<file path="src/rtl/inst_fetch.sv">
// inst_fetch: PC owner and ROM fetch initiator feeding the IF/ID register,
// with stall, branch/flush redirect and misaligned-target fault handling.
module inst_fetch #(
   parameter int ADDR_W = 32,
   parameter int INST_W = 32,
   parameter logic [ADDR_W-1:0] RESET_PC = '0,
   parameter logic [INST_W-1:0] NOP_INST = '0
) (
   input  logic              clk,
   input  logic              rst,
   input  logic              stall_i,
   input  logic              flush_i,
   input  logic [ADDR_W-1:0] flush_pc_i,
   input  logic              branch_i,
   input  logic [ADDR_W-1:0] branch_pc_i,
   input  logic [INST_W-1:0] inst_i,
   output logic              rom_ce_o,
   output logic [ADDR_W-1:0] rom_addr_o,
   output logic [ADDR_W-1:0] id_pc_o,
   output logic [INST_W-1:0] id_inst_o,
   output logic              id_valid_o,
   output logic              misalign_o
);
   typedef enum logic [1:0] {IDLE, FETCH, FAULT} state_t;
   state_t state;
   logic [ADDR_W-1:0] pc, tgt;
   logic redir, tgt_mis;
   assign tgt = flush_i ? flush_pc_i : branch_pc_i;
   assign redir = flush_i | branch_i;
   assign tgt_mis = |tgt[1:0];
   assign rom_addr_o = pc;
   always_ff @(posedge clk or negedge rst)
      if (!rst) begin
         state <= IDLE;
         pc <= RESET_PC;
         rom_ce_o <= 1'b0;
         id_pc_o <= '0;
         id_inst_o <= NOP_INST;
         id_valid_o <= 1'b0;
         misalign_o <= 1'b0;
      end else
         case (state)
            IDLE:
               if (redir && tgt_mis) begin
                  state <= FAULT;
                  pc <= tgt;
                  misalign_o <= 1'b1;
               end else begin
                  state <= FETCH;
                  rom_ce_o <= 1'b1;
                  if (redir) pc <= tgt;
               end
            FETCH:
               if (redir) begin
                  pc <= tgt;
                  id_pc_o <= tgt;
                  id_inst_o <= NOP_INST;
                  id_valid_o <= 1'b0;
                  if (tgt_mis) begin
                     state <= FAULT;
                     rom_ce_o <= 1'b0;
                     misalign_o <= 1'b1;
                  end
               end else if (!stall_i) begin
                  id_pc_o <= pc;
                  id_inst_o <= inst_i;
                  id_valid_o <= 1'b1;
                  pc <= pc + ADDR_W'(4);
               end
            FAULT:
               // only an exception flush can leave the fault; a misaligned one re-faults
               if (flush_i) begin
                  pc <= flush_pc_i;
                  if (~|flush_pc_i[1:0]) begin
                     state <= FETCH;
                     rom_ce_o <= 1'b1;
                     misalign_o <= 1'b0;
                  end
               end
            default: state <= IDLE;
         endcase
endmodule
</file>
<file path="config.mk">
export PLATFORM = sky130hd
export DESIGN_NAME = inst_fetch
export DESIGN_NICKNAME = d
export VERILOG_FILES = /design/src/rtl/inst_fetch.sv
export SDC_FILE = /design/constraint.sdc
export NUM_CORES = 1
export LEC_CHECK = 0
export CAP_MARGIN = 10
export CORE_ASPECT_RATIO = 1.4
export CORE_UTILIZATION = 25
export DETAILED_ROUTE_END_ITERATION = 7
export PLACE_DENSITY_LB_ADDON = 0.25
export SETUP_SLACK_MARGIN = 0.02
export SLEW_MARGIN = 20
export SYNTH_ARGS = -nofsm -noshare
export SYNTH_HDL_FRONTEND = slang
export SYNTH_SLANG_ARGS = --single-unit
</file>
<file path="constraint.sdc">
create_clock -name clk -period 3.3 [get_ports clk]
set_clock_uncertainty 0.2 [all_clocks]
set_input_delay 0.66 -clock clk [delete_from_list [all_inputs] [get_ports clk]]
set_output_delay 0.66 -clock clk [all_outputs]
set_load 0.01 [all_outputs]
</file>
==> impl_metrics.yaml <==
critical_path:
  crit_type: "flop to flop"
  slowest_delay_ns: 0.48
  endpoint_kind: "flop"
  cp-startpoint: "state[0]"
  cp.required_ns: 3.33
  r2r_cells: 8
  r2r_setup_slack_ns: 0.53
  crit_buf_inv: 2
  path_max_fanout: 10
  cp.arrival_ns: 2.80
  cp_top_family: "compound AO/OA/AOI/OAI gates"
  critPathSlowestCell: "a221o_1"
  path_cells: "inv_1 -> ha_1 -> a21o_1 -> a221o_1 -> buf_4 -> nand2_1 -> o21ai_0 -> or3b_2"
  path_depth: 8
  r2r_start: "state[0]"
  crit_path_start_kind: "flop"
synth:
  yosysMostFrequentCell: "dfrtp_1"
  synth_area_per_cell_um2: 8.93
  synth-xor-area-share_pct: 0.148
  synth_edf_count: 0
  synth_ff_type: "dfrtp_1"
  synth.distinct_cells: 63
  async_flop_share_pct: 100
  seq_area_frac_synth_pct: 42.7
  synth_commonest_cells: "dfrtp_1 (101), o21ai_0 (74), nor2_1 (62)"
  syn_nets: 769
  yosys_register_bits: 101
  synth.area.mux_share_pct: 5.90
  ys_top_cells_by_area: "dfrtp_1 (43%), o21ai_0 (6.3%), a22o_1 (5.9%)"
  yosys.area_share.simple_pct: 15.7
  yosys.area.top_type: "dfrtp_1"
  synthDominantCellAreaShare_pct: 42.7
  yosys_warnings: 0
  synth_compound_area_share_pct: 29.9
  synthAdderAreaFrac_pct: 1.06
  synthCells: 663
  synth_top_family_by_area: "compound AO/OA/AOI/OAI gates"
  syn_area_um2: 5920
pwr:
  p_per_area_nw_per_um2: 879
  vdd_drop_max_mv: 0.389
  p_total_w: 0.00761
  p_leak_nw: 3.45
clock_network:
  ctsLongestPathBuffers: 2
  cts-resized-gates: 0
  cts_tree: "built"
  path_clk_slew_ns: 0.09
  root_buffer: "clkbuf_16"
  cts_sinks: 101
  cts_max_level: 3
  hold_buffers: 0
  clkLatencyLatePin_ns: 0.37
  cts_buffers: 9
  cts_setup_buffers: 0
timing:
  setup_tns_ns: 0
  worst_slack_ns: 0.526
  period_minus_slack_ns: 2.77
  setup_viol: 0
  hold_viol_final: 0
  maxSlewViolCount: 0
  rsz0062_at_grt: "no"
  timing.final.crit_share_pct: 84.0
  fmax_mhz: 361
  worstMarginPinSlew_ns: 0.872
  max-slew-margin-rel_pct: 41.9
detailed_routing:
  vias: 6083
  initialDrtViolationCount: 482
  first_pass_iters: 5
  drc: 0
  vias_per_cell: 5.22
  wirelength_um: 22700
  ant_nets: 0
  wl_per_cell_um: 19.5
place:
  port_buffers: 199
  dp_hpwl_um: 16300
  gp_congestion: 0.867
  dpl_worst_slack_ns: 0.265
  place_area_um2: 8360
job:
  cap_viol_max_count: 0
finish:
  drive_above_1_share_pct: 10.1
  antennaDiodeCount: 0
  area_delta_synth_final_pct: 46.2
  layout.nets: 961
  final_area_um2: 8660
  fillerInstances: 2396
floorplanning:
  die_w_um: 132
  dieArea_um2: 24300
  ios: 200
  fp-row-count: 66
  start_util_pct: 25.5
  core_area_um2: 23200
  die_h_um: 184
global_routing:
  grt_pass1_vias: 5963
  grtUsageTotal_pct: 18.6
  antenna_found_initial: 0
  grt_max_degree: 56
  grt_overflow: 0
  grt_pass1_wl_um: 34900
min_path:
  hp-class: "primary input to asynchronous set/reset pin"
status:
  outcome: "finished clean"
layout make-up:
cell class	instances	area, um^2	area share, %
inverter	12	45.0	0.520
sequential	101	2530	29.2
clock inverter	7	75.1	0.867
multi-input combinational	499	3130	36.2
timing repair buffer	232	2270	26.2
tap	306	383	4.42
clock buffer	9	225	2.60
report_power, final:
part           internal, W  leakage [nW]  switching, W
Clock             0.000540         0.145      0.000577
Combinational      0.00205          2.05       0.00213
Sequential         0.00177          1.26      0.000551
flip-flops by register name (all words and copies together), names as in the netlist:
| name | count |
|---|---|
| id_valid_o | 1 |
| id_pc_o | 32 |
| rom_addr_o | 32 |
| misalign_o | 1 |
| rom_ce_o | 1 |
| state | 2 |
| id_inst_o | 32 |
metrics by stage:
stage | util [%] | hold slack, ns | cells
after global routing | 37.3 | 0.167 | 1166
after global placement | 36.0 | 0.259 | 1150
final | 37.3 | 0.129 | 1166
after CTS | 37.3 | 0.150 | 1166
after detailed placement | 36.0 | 0.271 | 1150
after floorplan | - | 0.164 | 663
cell families after synthesis:
kind of cell / Yosys count
buf+inv: 63
compound gates: 269
xor+xnor: 1
fa+ha+maj: 5
flops: 101
simple gates: 192
mux: 32
worst paths after layout:
check,endpoint
setup / recovery,rom_addr_o[21]
hold / removal,id_pc_o[16]
setup reg to reg,rom_addr_o[21]
hold reg to reg,id_pc_o[28]
max in group asynchronous,id_inst_o[20]
min in group clk,id_pc_o[28]
worst reg2reg max path: cells and delay by family, from the launching register on:
family / cells / cell delay (ns)
buffers and inverters: 2 / 0.38
AOI/OAI and AO/OA: 3 / 0.76
and+or+nand+nor: 2 / 0.51
DFF: 1 / 0.44
adders and majority gates: 1 / 0.33
layer usage:
layer | vias up | global-route usage (%) | part of all wire [%]
met4 | 0 | 5.63 | 1.6
met1 | 2951 | 22.9 | 42
met3 | 29 | 3.17 | 5.1
met5 | - | 0 | 0
met2 | 221 | 33.1 | 52
li1 | 2882 | - | -
placed cells by master (no fill, tap or decap), drive strengths merged, types with 11 or more instances in the layout:
cell type        n
a21oi           56
a22o            40
a31oi           11
buf             35
clkdlybuf4s50  197
dfrtp          101
inv             16
mux2            23
nand2           49
nand3           15
nand4           14
nor2            63
nor3            13
o21ai           74
o22ai           23
Note: power is estimated with default switching activity, not from simulation.
